**src/rtl/fetch_stage.sv**
```systemverilog
// Instruction-fetch stage: PC register, single-outstanding imem request,
// and next-PC selection between exception, jump/branch and PC+4.
module fetch_stage #(
    parameter logic [31:0] RESET_PC = 32'h0000_0034
) (
    input  logic        clk,
    input  logic        resetn,
    input  logic        IF_valid,
    input  logic        next_fetch,
    input  logic [32:0] jbr_bus,
    input  logic [32:0] exc_bus,
    output logic        inst_req,
    output logic [31:0] inst_addr,
    input  logic [31:0] inst_rdata,
    input  logic        inst_rvalid,
    output logic        IF_over,
    output logic [63:0] IF_ID_bus,
    output logic [31:0] IF_pc,
    output logic [31:0] IF_inst
);

    typedef enum logic [1:0] {
        S_REQ,
        S_WAIT,
        S_DONE,
        S_DROP
    } state_t;

    state_t      state_q, state_d;
    logic [31:0] pc_q, pc_d;
    logic [31:0] inst_q, inst_d;
    logic        pend_v_q, pend_v_d;
    logic [31:0] pend_t_q, pend_t_d;

    logic        jbr_taken;
    logic [31:0] jbr_target;
    logic        exc_valid;
    logic [31:0] exc_pc;
    logic        advance;
    logic [31:0] next_pc;

    assign jbr_taken  = jbr_bus[32];
    assign jbr_target = jbr_bus[31:0];
    assign exc_valid  = exc_bus[32];
    assign exc_pc     = exc_bus[31:0];

    assign advance = (state_q == S_DONE) & next_fetch & ~exc_valid;

    always_comb begin
        next_pc = pc_q + 32'd4;
        if (exc_valid) begin
            next_pc = exc_pc;
        end else if (jbr_taken) begin
            next_pc = jbr_target;
        end else if (pend_v_q) begin
            next_pc = pend_t_q;
        end
    end

    always_comb begin
        state_d  = state_q;
        pc_d     = pc_q;
        inst_d   = inst_q;
        pend_v_d = pend_v_q;
        pend_t_d = pend_t_q;

        unique case (state_q)
            S_REQ: begin
                if (IF_valid) state_d = S_WAIT;
            end
            S_WAIT: begin
                if (inst_rvalid) begin
                    state_d = S_DONE;
                    inst_d  = inst_rdata;
                end
            end
            S_DONE: begin
                if (next_fetch) begin
                    state_d = S_REQ;
                    pc_d    = next_pc;
                end
            end
            S_DROP: begin
                if (inst_rvalid) state_d = S_REQ;
            end
            default: state_d = S_REQ;
        endcase

        // A redirect not consumed this cycle is held until the next advance.
        if (advance) begin
            pend_v_d = 1'b0;
        end else if (jbr_taken) begin
            pend_v_d = 1'b1;
            pend_t_d = jbr_target;
        end

        // Exceptions override everything; a request still in flight must
        // be drained through DROP so its response is not mistaken for ours.
        if (exc_valid) begin
            pc_d     = exc_pc;
            pend_v_d = 1'b0;
            inst_d   = inst_q;
            unique case (state_q)
                S_REQ:   state_d = IF_valid ? S_DROP : S_REQ;
                S_WAIT:  state_d = inst_rvalid ? S_REQ : S_DROP;
                S_DONE:  state_d = S_REQ;
                S_DROP:  state_d = inst_rvalid ? S_REQ : S_DROP;
                default: state_d = S_REQ;
            endcase
        end
    end

    always_ff @(posedge clk or negedge resetn) begin
        if (!resetn) begin
            state_q  <= S_REQ;
            pc_q     <= RESET_PC;
            inst_q   <= 32'd0;
            pend_v_q <= 1'b0;
            pend_t_q <= 32'd0;
        end else begin
            state_q  <= state_d;
            pc_q     <= pc_d;
            inst_q   <= inst_d;
            pend_v_q <= pend_v_d;
            pend_t_q <= pend_t_d;
        end
    end

    assign inst_req  = (state_q == S_REQ) & IF_valid;
    assign inst_addr = pc_q;
    assign IF_over   = (state_q == S_DONE) & ~exc_valid;
    assign IF_ID_bus = {pc_q, inst_q};
    assign IF_pc     = pc_q;
    assign IF_inst   = inst_q;

endmodule

```
**config.mk**
```make
export PLATFORM = sky130hd
export DESIGN_NAME = fetch_stage
export DESIGN_NICKNAME = d
export VERILOG_FILES = /design/src/rtl/fetch_stage.sv
export SDC_FILE = /design/constraint.sdc
export NUM_CORES = 1
export LEC_CHECK = 0
export ABC_AREA = 1
export BUFFER_PORTS_ARGS = -buffer_cell sky130_fd_sc_hd__buf_2
export CORE_ASPECT_RATIO = 0.6
export CORE_MARGIN = 4
export CORE_UTILIZATION = 48
export DETAILED_ROUTE_END_ITERATION = 10
export PLACE_DENSITY = 0.8
export SKIP_CTS_REPAIR_TIMING = 1
export SLEW_MARGIN = 10
export SYNTH_ARGS = -nofsm -noshare
export SYNTH_HDL_FRONTEND = slang
export SYNTH_SLANG_ARGS = --single-unit
```
**constraint.sdc**
```tcl
create_clock -name clk -period 3.5 [get_ports clk]
set_input_delay 0.175 -clock clk [delete_from_list [all_inputs] [get_ports clk]]
set_output_delay 0.175 -clock clk [all_outputs]
set_load 0.03 [all_outputs]
```
==> metrics.cfg <==
[layout]
drive_gt1_share_pct=35.52
fillCellCount=1145
antenna_cells=0
syn2layout_area_growth_pct=16.35
nNetsFinal=1059

[logic_synthesis]
syn_avg_cell_area_um2=7.814
synth.most_common_cell=nand2_1
synth_ff_type=dfrtp_1
seq_area_frac_synth_pct=39.89
ys_types=39
yosysWarnings=0
synth_cells=796
synth_common_cells=nand2_1 (216), buf_4 (100), dfrtp_1 (96), nor2_1 (81), inv_1 (67)
synth-edff-count=0
yosys.area.top_type=dfrtp_1
syn_nets=900
ys_seq_elements=99
synthArstFlopShare_pct=100.0
synth_top_cell_area_share_pct=38.62
synth_area_leaders=dfrtp_1 (39%), nand2_1 (13%), buf_4 (12%)
syn_area_mm2=0.006220

[die]
dieArea_mm2=0.01490
rows=31
start_util_pct=50.27
die_x_um=155.0
coreArea_mm2=0.01237
die_y_um=96.18
io_pins=265

[sta]
finalHoldViolations=0
period_share_pct=57.15
timing.hold.ws_ps=46.83
min_period_ps=2000
clock.fmax_ghz=0.4999
slew_violations=0
slew_headroom_pct=33.02
fin_skew_ps=9.908
grt_setup_unrepaired=false
setup_tns_ps=0
tightest_slew_ps=1001
setup_viol=0

[setup_path]
slowest_delay_ps=670
path_depth=6
cp_num_buf_inv=2
worst_path_max_delay_cell=o21ai_4
reg2reg_depth=6
crit_required_ps=3750
path_cells=inv_1 -> nand3_2 -> o21ai_4 -> buf_4 -> nand2_1 -> o21ai_0
rrSetupSlack_ps=1500
arrival_ps=2250
r2r-end=pend_t_q[6]
worstSetupPathType=register to register
cp-start-kind=register
cp_top_family=compound AO/OA/AOI/OAI gates
cp_max_fo=30
end_kind=register
r2r-start=state_q[0]

[clocking]
cts_tree=yes
clock_latency_ps=350
htreeDepth=3
cts_max_path_buffers=2
numCtsBuffers=9
clk_pin_slew_ps=70
cts_root_buf=clkbuf_16
clkSinkCount=99

[job]
drv_cap=0

[global_route]
grt_pass1_wl_um=27830
grt_usage_pct=23.92
globalRouteOverflowTotal=0
antenna_found_initial=0
grt_max_degree=64
first_global_vias=5252

[worst_hold_path]
hold_path_startpoint=inst_rdata[4]
holdPathStages=2
hold_class=input pin to register
min_to=IF_inst[4]

[place]
hpwl_um=13820
io_buffers=264
place.gp.congestion=0.9410

[drt]
drt-initial-drc-count=450
drc=0
wl_per_cell_um=16.11
wl_um=18120
via_per_inst=5.103
dr.pass1.iters=4
ant_nets=0
vias=5741

[pwr]
power_density_mw_per_mm2=780.8
ir_drop_v=0.0007470
leakagePower_nw=3.807

[run_status]
outcome=complete, no violations

[logic make-up after synthesis]
| group | after synthesis | synth area share (%) |
|---|---|---|
| XOR/XNOR | 8 | 1.127 |
| adder cells (fa/ha/maj) | 1 | 0.2011 |
| AND/OR/NAND/NOR | 350 | 23.05 |
| multiplexers | 45 | 8.147 |
| flip-flops | 99 | 39.89 |
| AO/OA/AOI/OAI | 99 | 9.334 |
| buffers and inverters | 194 | 18.25 |
[cell type report]
class	count	area, um^2	share of cell area, %
multi-input combinational	503	2614	36.12
inverter	71	269.0	3.717
clock inverter	5	45.04	0.6224
timing repair buffer	271	1379	19.05
clock buffer	11	242.7	3.354
tap	165	206.4	2.853
sequential	99	2481	34.28
[metrics by stage]
stage          power [mW]  cell area (um^2)  cells  worst slack (ps)  utilization [%]
2_1_floorplan       4.247              6220    796              1718                -
3_3_place_gp        4.669              6939   1108              1494            56.08
3_5_place_dp        4.697              6939   1108              1474            56.08
4_1_cts             5.683              7227   1124              1522            58.41
5_1_grt             5.955              7237   1125              1335            58.49
6_report            5.651              7237   1125              1500            58.49
[worst register-to-register path, stage by stage (launching register included)]
cell and delay [ps]:
dfrtp_1 390, inv_1 150, nand3_2 160, o21ai_4 670, buf_4 360, nand2_1 80, o21ai_0 90
[cell usage in the layout, fill, tap and decap left out, types with 2 or more instances in the layout]
| master | instances |
|---|---|
| a21oi_1 | 14 |
| a221oi_1 | 11 |
| a22o_1 | 2 |
| and2_1 | 2 |
| buf_2 | 263 |
| buf_4 | 7 |
| clkbuf_16 | 9 |
| clkinv_4 | 2 |
| dfrtp_1 | 96 |
| dfstp_2 | 3 |
| inv_1 | 67 |
| inv_2 | 3 |
| mux2_1 | 14 |
| mux2_2 | 31 |
| nand2_1 | 216 |
| nand2_2 | 3 |
| nand3_1 | 31 |
| nand4_1 | 3 |
| nor2_1 | 80 |
| nor2_2 | 7 |
| nor2_4 | 3 |
| o211ai_1 | 3 |
| o21ai_0 | 56 |
| o21ai_1 | 2 |
| o21bai_1 | 2 |
| o221ai_1 | 3 |
| o22ai_1 | 3 |
| xor2_1 | 8 |
[worst max path at each step]
| stage | start | to | slack [ps] |
|---|---|---|---|
| floorplan | IF_pc[2] | IF_pc[22] | 1720 |
| global placement | exc_bus[32] | IF_pc[22] | 1490 |
| detailed placement | exc_bus[32] | IF_pc[3] | 1470 |
| CTS | state_q[0] | pend_t_q[6] | 1520 |
| global route | state_q[0] | pend_t_q[10] | 1330 |
| finish | state_q[0] | pend_t_q[6] | 1500 |
[per-layer routing]
metal / up-vias / global-route usage, % / share of wire, %
met5: - / 0 / 0
met4: 0 / 3.674 / 0.85
met3: 14 / 5.660 / 9.8
met2: 304 / 37.10 / 45
met1: 2658 / 34.84 / 44
li1: 2765 / - / -
[sequential cells by signal, indices dropped and copies added (netlist names)]
signal    count
IF_pc        32
IF_inst      32
pend_t_q     32
state_q       2
pend_v_q      1
[power breakdown]
part	internal [mW]	leakage, nW	switching (mW)	total [mW]
clock network	0.513	0.138	0.460	0.973
logic	0.807	2.49	2.01	2.81
registers	1.49	1.18	0.373	1.86
total	2.81	3.81	2.84	5.65
Note: power is estimated with default switching activity, not from simulation.
